===== config.mk =====
export PLATFORM = sky130hd
export DESIGN_NAME = pkt_loader
export DESIGN_NICKNAME = d
export VERILOG_FILES = /design/src/rtl/chiplet_types_pkg.sv /design/src/rtl/bus_mgr_xfer.sv /design/src/rtl/pkt_loader.sv
export SDC_FILE = /design/constraint.sdc
export NUM_CORES = 1
export LEC_CHECK = 0
export BUFFER_PORTS_ARGS = -buffer_cell sky130_fd_sc_hd__clkbuf_2
export CAP_MARGIN = 20
export CORE_MARGIN = 2
export CORE_UTILIZATION = 47
export DETAILED_ROUTE_END_ITERATION = 6
export GPL_ROUTABILITY_DRIVEN = 0
export PLACE_DENSITY_LB_ADDON = 0.15
export REMOVE_ABC_BUFFERS = 1
export SYNTH_ARGS = -nofsm -noshare
export SYNTH_HDL_FRONTEND = slang
export SYNTH_SLANG_ARGS = --single-unit

===== constraint.sdc =====
create_clock -name clk -period 2.2 [get_ports clk]
set_clock_uncertainty 0.1 [all_clocks]
set_input_delay 0.22 -clock clk [delete_from_list [all_inputs] [get_ports clk]]
set_output_delay 0.22 -clock clk [all_outputs]
set_load 0.03 [all_outputs]

===== src/rtl/chiplet_types_pkg.sv =====
// Shared chiplet types: endpoint register map constants and the packet-loader
// state encoding, so the endpoint and its bus managers agree on one map.
package chiplet_types_pkg;

  // Endpoint peripheral-bus register map
  localparam logic [31:0] TX_SEND_ADDR        = 32'h0000_1004;
  localparam logic [31:0] TX_CACHE_START_ADDR = 32'h0000_2000;

  typedef enum logic [2:0] {
    StIdle,
    StSetAddr,
    StVerify,
    StWriteData,
    StSend,
    StDone,
    StErr
  } pkt_loader_state_e;

endpackage


===== src/rtl/bus_mgr_xfer.sv =====
// Single-transfer holder for the endpoint bus manager port.
// A request presented while the peripheral stalls is latched and replayed
// unchanged until a non-stalled cycle, which completes the transfer.
// Ports:
//   clk, n_rst                 clock, asynchronous active-low reset
//   req_valid/wen/ren/addr/wdata  request from the owning FSM
//   bus_*                      manager-side bus outputs / peripheral status
//   complete                   transfer finishes this cycle
//   err                        completing transfer flagged bus_error
module bus_mgr_xfer (
  input  logic        clk,
  input  logic        n_rst,
  input  logic        req_valid,
  input  logic        req_wen,
  input  logic        req_ren,
  input  logic [31:0] req_addr,
  input  logic [31:0] req_wdata,
  input  logic        bus_error,
  input  logic        bus_request_stall,
  output logic [31:0] bus_addr,
  output logic        bus_wen,
  output logic        bus_ren,
  output logic [31:0] bus_wdata,
  output logic [3:0]  bus_strobe,
  output logic        complete,
  output logic        err
);

  logic        held_q;
  logic        wen_q;
  logic        ren_q;
  logic [31:0] addr_q;
  logic [31:0] wdata_q;
  logic        active;

  assign active = held_q | req_valid;

  always_ff @(posedge clk or negedge n_rst) begin
    if (!n_rst) begin
      held_q  <= 1'b0;
      wen_q   <= 1'b0;
      ren_q   <= 1'b0;
      addr_q  <= '0;
      wdata_q <= '0;
    end else if (active && bus_request_stall) begin
      // Capture only on the first stalled cycle; later cycles replay it.
      if (!held_q) begin
        held_q  <= 1'b1;
        wen_q   <= req_wen;
        ren_q   <= req_ren;
        addr_q  <= req_addr;
        wdata_q <= req_wdata;
      end
    end else begin
      held_q <= 1'b0;
    end
  end

  always_comb begin
    bus_addr  = '0;
    bus_wen   = 1'b0;
    bus_ren   = 1'b0;
    bus_wdata = '0;
    if (held_q) begin
      bus_addr  = addr_q;
      bus_wen   = wen_q;
      bus_ren   = ren_q;
      bus_wdata = wdata_q;
    end else if (req_valid) begin
      bus_addr  = req_addr;
      bus_wen   = req_wen;
      bus_ren   = req_ren;
      bus_wdata = req_wdata;
    end
  end

  assign bus_strobe = bus_wen ? 4'hF : 4'h0;
  assign complete   = active & ~bus_request_stall;
  assign err        = complete & bus_error;

endmodule


===== src/rtl/pkt_loader.sv =====
// Packet loader: host-side bus manager that loads one outbound message into
// the endpoint and launches it. Per accepted command it writes the message's
// packet start-address register, streams num_words words into the TX cache
// window, then writes the message ID to the TX send register.
// Optional macro PKT_LOADER_READBACK_EN: read back the start-address register
// after writing it and fail the command on mismatch; when undefined bus_ren
// stays 0.
// Ports:
//   clk, n_rst                      clock, asynchronous active-low reset
//   cmd_valid/ready/msg_id/start_addr/num_words  command handshake
//   data_valid/ready/word           host word stream
//   bus_addr/wen/ren/wdata/strobe   manager bus request
//   bus_rdata/error/request_stall   peripheral response
//   done, error                     one-cycle completion / failure pulses
module pkt_loader #(
  parameter int unsigned NUM_MSGS            = 4,
  parameter int unsigned CACHE_NUM_WORDS     = 128,
  parameter logic [31:0] TX_SEND_ADDR        = chiplet_types_pkg::TX_SEND_ADDR,
  parameter logic [31:0] TX_CACHE_START_ADDR = chiplet_types_pkg::TX_CACHE_START_ADDR
) (
  input  logic                               clk,
  input  logic                               n_rst,
  input  logic                               cmd_valid,
  output logic                               cmd_ready,
  input  logic [$clog2(NUM_MSGS)-1:0]        cmd_msg_id,
  input  logic [$clog2(4*CACHE_NUM_WORDS)-1:0] cmd_start_addr,
  input  logic [$clog2(CACHE_NUM_WORDS):0]   cmd_num_words,
  input  logic                               data_valid,
  output logic                               data_ready,
  input  logic [31:0]                        data_word,
  output logic [31:0]                        bus_addr,
  output logic                               bus_wen,
  output logic                               bus_ren,
  output logic [31:0]                        bus_wdata,
  output logic [3:0]                         bus_strobe,
  input  logic [31:0]                        bus_rdata,
  input  logic                               bus_error,
  input  logic                               bus_request_stall,
  output logic                               done,
  output logic                               error
);

  import chiplet_types_pkg::*;

  localparam int unsigned ID_W = $clog2(NUM_MSGS);
  localparam int unsigned SA_W = $clog2(4 * CACHE_NUM_WORDS);
  localparam int unsigned NW_W = $clog2(CACHE_NUM_WORDS) + 1;

`ifdef PKT_LOADER_READBACK_EN
  localparam pkt_loader_state_e AfterSetAddr = StVerify;
`else
  localparam pkt_loader_state_e AfterSetAddr = StWriteData;
`endif

  pkt_loader_state_e state_q;
  logic [ID_W-1:0]   msg_q;
  logic [SA_W-1:0]   start_q;   // word aligned
  logic [NW_W-1:0]   nwords_q;
  logic [NW_W-1:0]   cnt_q;

  logic        reject;
  logic        req_valid;
  logic        req_wen;
  logic        req_ren;
  logic [31:0] req_addr;
  logic [31:0] req_wdata;
  logic        xfer_complete;
  logic        xfer_err;

  // Window bound in words; 32-bit sum so the check itself cannot wrap.
  assign reject = (32'(cmd_msg_id) >= NUM_MSGS) || (cmd_num_words == '0) ||
                  (32'(cmd_start_addr[SA_W-1:2]) + 32'(cmd_num_words) > CACHE_NUM_WORDS);

  always_comb begin
    req_valid = 1'b0;
    req_wen   = 1'b0;
    req_ren   = 1'b0;
    req_addr  = '0;
    req_wdata = '0;
    unique case (state_q)
      StSetAddr: begin
        req_valid = 1'b1;
        req_wen   = 1'b1;
        req_addr  = 32'(msg_q) << 2;
        req_wdata = 32'(start_q);
      end
`ifdef PKT_LOADER_READBACK_EN
      StVerify: begin
        req_valid = 1'b1;
        req_ren   = 1'b1;
        req_addr  = 32'(msg_q) << 2;
      end
`endif
      StWriteData: begin
        // Stream gaps simply leave the bus idle; cnt_q only moves on completion.
        req_valid = data_valid;
        req_wen   = data_valid;
        req_addr  = TX_CACHE_START_ADDR + 32'(start_q) + (32'(cnt_q) << 2);
        req_wdata = data_word;
      end
      StSend: begin
        req_valid = 1'b1;
        req_wen   = 1'b1;
        req_addr  = TX_SEND_ADDR;
        req_wdata = 32'(msg_q);
      end
      default: ;
    endcase
  end

  bus_mgr_xfer u_xfer (
    .clk               (clk),
    .n_rst             (n_rst),
    .req_valid         (req_valid),
    .req_wen           (req_wen),
    .req_ren           (req_ren),
    .req_addr          (req_addr),
    .req_wdata         (req_wdata),
    .bus_error         (bus_error),
    .bus_request_stall (bus_request_stall),
    .bus_addr          (bus_addr),
    .bus_wen           (bus_wen),
    .bus_ren           (bus_ren),
    .bus_wdata         (bus_wdata),
    .bus_strobe        (bus_strobe),
    .complete          (xfer_complete),
    .err               (xfer_err)
  );

  always_ff @(posedge clk or negedge n_rst) begin
    if (!n_rst) begin
      state_q  <= StIdle;
      msg_q    <= '0;
      start_q  <= '0;
      nwords_q <= '0;
      cnt_q    <= '0;
    end else begin
      unique case (state_q)
        StIdle: begin
          if (cmd_valid) begin
            msg_q    <= cmd_msg_id;
            start_q  <= {cmd_start_addr[SA_W-1:2], 2'b00};
            nwords_q <= cmd_num_words;
            cnt_q    <= '0;
            state_q  <= reject ? StErr : StSetAddr;
          end
        end
        StSetAddr: begin
          if (xfer_complete) state_q <= xfer_err ? StErr : AfterSetAddr;
        end
`ifdef PKT_LOADER_READBACK_EN
        StVerify: begin
          if (xfer_complete) begin
            state_q <= (xfer_err || (bus_rdata[SA_W-1:0] != start_q)) ? StErr : StWriteData;
          end
        end
`endif
        StWriteData: begin
          if (xfer_complete) begin
            cnt_q <= cnt_q + 1'b1;
            if (xfer_err) begin
              state_q <= StErr;
            end else if (cnt_q == nwords_q - 1'b1) begin
              state_q <= StSend;
            end
          end
        end
        StSend: begin
          if (xfer_complete) state_q <= xfer_err ? StErr : StDone;
        end
        StDone:  state_q <= StIdle;
        StErr:   state_q <= StIdle;
        default: state_q <= StIdle;
      endcase
    end
  end

  assign cmd_ready  = (state_q == StIdle);
  assign data_ready = (state_q == StWriteData) & xfer_complete;
  assign done       = (state_q == StDone);
  assign error      = (state_q == StErr);

`ifdef PKT_LOADER_READBACK_EN
  logic unused_rdata_hi;
  assign unused_rdata_hi = ^bus_rdata[31:SA_W];
`else
  logic unused_rdata;
  assign unused_rdata = ^bus_rdata;
`endif

endmodule


==> results.txt <==
The max-cap check violation count is 0. The start point of the worst hold path is cmd_num_words[5]. The power density over cell area is 1210 mW/mm^2. The Yosys warning count is 0. The repair_antennas step left the layout with diodes totalling 0. The global-route wire length before repair is ~23,000 um. The footprint of the flip-flops and latches is ~0.0019 mm^2. The count of standard-cell rows is 37. Based on the critical path, the design can be clocked at up to approximately 0.36 GHz. The register-to-register setup slack came out at -0.04 ns.

The synthesized-area fraction occupied by ao, oa, aoi and oai cells is 20.4%. The summed instance area of the synthesized netlist came out at ~0.005 mm^2. The initial standard-cell utilization of the core came out at 48.0%. The arithmetic-cell share of the synthesized area counting full adders, half adders and majority gates came out at 4.87%. The hold violation total from the final report is 0.

The core outline area is roughly 0.010 mm^2. The max-slew violation count is 0. The remaining global-route overflow came out at 0. The number of buffer cells added on primary ports is around 110.

At the end of the flow the core is filled with cells to between 70% and 80%. The die covers about 0.011 mm^2. In this run the worst path has a maximum fanout of 3.

The routed wire length came out at 15,500 um. The number of DRC markers after the initial detailed-route iteration came out at 320. In this run the number of cells on the critical path is 9. The smallest clock period supported by the final layout is computed as approximately 2.8 ns.

The number of standard cells in the layout, taps in and fillers out came out at 922. The maximum cell stage delay along the critical path is 0.41 ns. The post-detailed-route DRC marker count is 0. The height of the die is approximately 110 um.

The number of register bits inferred by synthesis came out at 74. The xor and xnor area share after synthesis is between 3 and 4%. The count of endpoints failing setup in the final report is 48. The synthesized design devotes to its leading area cell type 37.5% of total area.

The floorplan step set the die width to 106 um. The worst-margin pin slew is between 0.5 and 0.6 ns. In this run the remaining antenna-violating nets after routing total 0. The post-route worst setup slack came out at -0.591 ns. The area fraction in and, or, nand and nor cells after synthesis is a little under a quarter. The maximum VDD drop is around 1 mV.

Setup repair after global routing could not meet its margin everywhere. The detailed-route wire length per cell is between 15 and 20 um. The number of top-level pins came out at 163. The kind of start point of the critical path is a register.

Broken down by cell family, the worst path's largest delay share belongs to compound AO/OA/AOI/OAI gates. Fill cells in the final layout number 738. By area, the combinational part of the netlist is dominated by simple AND/OR/NAND/NOR gates. The clock latency at the later pin of the worst-skew pair is 0.35 ns. The number of nets in the layout came out at about 890.

The startpoint of the worst register-to-register path is nwords_q[0]. The number of buffers and inverters on the critical path is 1. The synthesized netlist contains 62 unique library cells. Measured against the total synthesized area, the mux share comes to roughly 1.8%. Detailed placement finished with a half-perimeter wire length of 9290 um. The fraction of layout instances using a drive strength above 1 came out at between 30% and 40%. The via count of the first global-routing pass is ~4,800. The required time at the worst-slack endpoint is between 1.5 and 2 ns. Following the worst setup path forward leads to its endpoint at bus_addr[9]. The signal on the critical path passes through ha_1 -> a21o_1 -> a21oi_2 -> nor2b_1 -> o21a_1 -> o41ai_2 -> xor2_1 -> o31ai_1 -> buf_4. The number of vias after detailed routing came out at 5,109. Of the available clock period, the critical path in the final layout requires 127%. The worst pin sits at a relative slew slack of approximately 65%. The number of antenna violations at the first check in global routing is 0. The checks that failed: setup timing. The biggest area contributor in the post-synthesis netlist is dfrtp_1. In the post-synthesis netlist, the biggest area contributors are dfrtp_1 38%, nand2_1 13%, o31ai_1 6.2%. The clock tree buffer depth came out at 2.

The vias per cell came out at 5.54. The post-synthesis instance total came out at slightly above 600. The part of the Yosys area used for sequential elements is between 30% and 40%. The first detailed-routing pass took 5 iterations.

The share of synthesized registers carrying an async set or reset is 100%. The synthesis-to-layout area growth came out at 50.9%. The area of combinational cells with multiple inputs came out at ~0.0034 mm^2. The post-placement cell count is about 870. Leaving out fill and tap cells, the most frequent cells in the layout are 173 x nand2_1, 80 x buf_4, 69 x dfrtp_1.

The cell sitting at the root of the clock tree is a clkbuf_8. The class of the worst hold path is in -> reg. In this run the worst setup path begins at cnt_q[1]. The total routing resource utilization after global routing is 25.7%. The cell leakage power is between 3 and 4 nW. STA classifies the critical path endpoint as an output pin. Entering global routing, the biggest net connects slightly above 80 pins. The CTS sink count is 74. The number of instances on the worst hold path is 3. The most common library cell in the layout ignoring fill and taps is nand2_1. The most used flip-flop cell after synthesis is dfrtp_1. The flow ran to the end, but the final reports show violations. The total power came out at between 9 and 10 mW. The critical path is of the reg -> out type. The largest individual stage delay along the critical path comes from the cell dfrtp_1. The clock-pin slew on the worst setup and hold paths came out at about 0.080 ns. The count of H-tree levels built during CTS came out at 3.

The worst register-to-register path ends at state_q[0]. For the worst flop-to-flop path, the logic depth is 9. The synthesized area divided by synthesized cell count came out at about 8.0 um^2. The signal arrival time at the worst endpoint is between 2 and 2.5 ns. The synthesized design contains 0 enable-type register cells. TritonCTS built the clock tree.

Counting the buffers created by CTS gives 9.
-- how the worst min path moves through the flow --
| stage | to | slack, ns |
|---|---|---|
| after global routing | nwords_q[6] | 0.02 |
| after global placement | u_xfer.wdata_q[27] | 0.19 |
| after CTS | start_q[6] | 0.003 |
| final | nwords_q[5] | 0.02 |
| after detailed placement | u_xfer.ren_q | 0.19 |
| after floorplan | cnt_q[0] | -0.18 |
-- worst reg2reg max path, stage by stage (launching register included) --
cell	delay (ns)
dfrtp_1	0.40
inv_2	0.09
ha_4	0.13
nor3b_4	0.23
a21oi_2	0.11
nor4b_4	0.27
o211a_1	0.27
nor2_2	0.07
a211o_1	0.26
a22o_1	0.20
-- cell type report --
type / count / area share (%)
Clock buffer: 11 / 1.90
Clock inverter: 4 / 1.03
Inverter: 11 / 0.555
Multi-Input combinational cell: 486 / 46.0
Sequential cell: 74 / 25.0
Tap cell: 136 / 2.29
Timing Repair Buffer: 200 / 23.3
-- sequential cells by signal, indices dropped and copies added, names as in the netlist --
signal and flops:
u_xfer.ren_q 1, cnt_q 8, u_xfer.wdata_q 32, u_xfer.held_q 1, start_q 7, state_q 3
nwords_q 8, msg_q 2, u_xfer.addr_q 11, u_xfer.wen_q 1
-- synthesized netlist by cell type, types with 4 or more instances --
cell / n
a21oi_1: 15
inv_1: 10
xor2_1: 9
xnor2_1: 12
o31ai_1: 41
and2_1: 6
ha_1: 16
nor2b_1: 6
a21o_1: 5
nand2_1: 176
nand4_1: 4
o21ai_0: 40
o211ai_1: 4
buf_2: 5
clkbuf_1: 28
nand2b_1: 5
dfrtp_1: 74
nor3_1: 9
mux2_2: 7
o21ai_1: 17
nor2_1: 32
buf_4: 28
nand3_1: 8
-- cell families (layout without fill, tap and decap cells) --
family                     after synthesis  in the layout
muxes                                    8              8
buffers and inverters                   75            226
AOI/OAI and AO/OA                      153            153
adders and majority gates               18             18
other                                    1             21
DFF                                     74             74
xor gates and xnor gates                21             21
and+or+nand+nor                        265            265
-- where the power goes --
group	switching [mW]	internal (mW)	leakage, nW
clock network	0.524	0.667	0.106
registers	0.362	1.74	0.984
logic	3.24	2.47	2.33
total	4.13	4.88	3.42
-- stage by stage --
| stage | setup TNS, ns | hold slack (ns) | setup WS, ns | area (um^2) |
|---|---|---|---|---|
| 5_1_grt | -8.46 | 0.0162 | -0.732 | 7450 |
| 6_report | -5.18 | 0.0170 | -0.591 | 7450 |
| 3_5_place_dp | -1.69 | 0.186 | -0.341 | 5830 |
| 2_1_floorplan | -139.85 | -0.176 | -1.93 | 4650 |
| 4_1_cts | -4.30 | 0.00346 | -0.585 | 6860 |
| 3_3_place_gp | -1.14 | 0.190 | -0.257 | 5830 |
-- repair_timing --
item | 4_1_cts | 5_1_grt
endpoints found under the setup margin | 51 | 52
endpoints found under the hold margin | 79 | 0
pin swaps | 29 | 35
gates resized for setup | 141 | 118
hold buffers | 6 | 0
setup buffers | 15 | 20
cloned | 1 | 4
-- layer usage --
metal	up-vias	share of wire (%)	global-route usage [%]
met5	-	0	0
met4	0	2.7	10.3
met3	36	4.9	4.11
met2	174	53	45.7
met1	2470	40	31.0
li1	2429	-	-
Power figures use the tool's default switching activity.
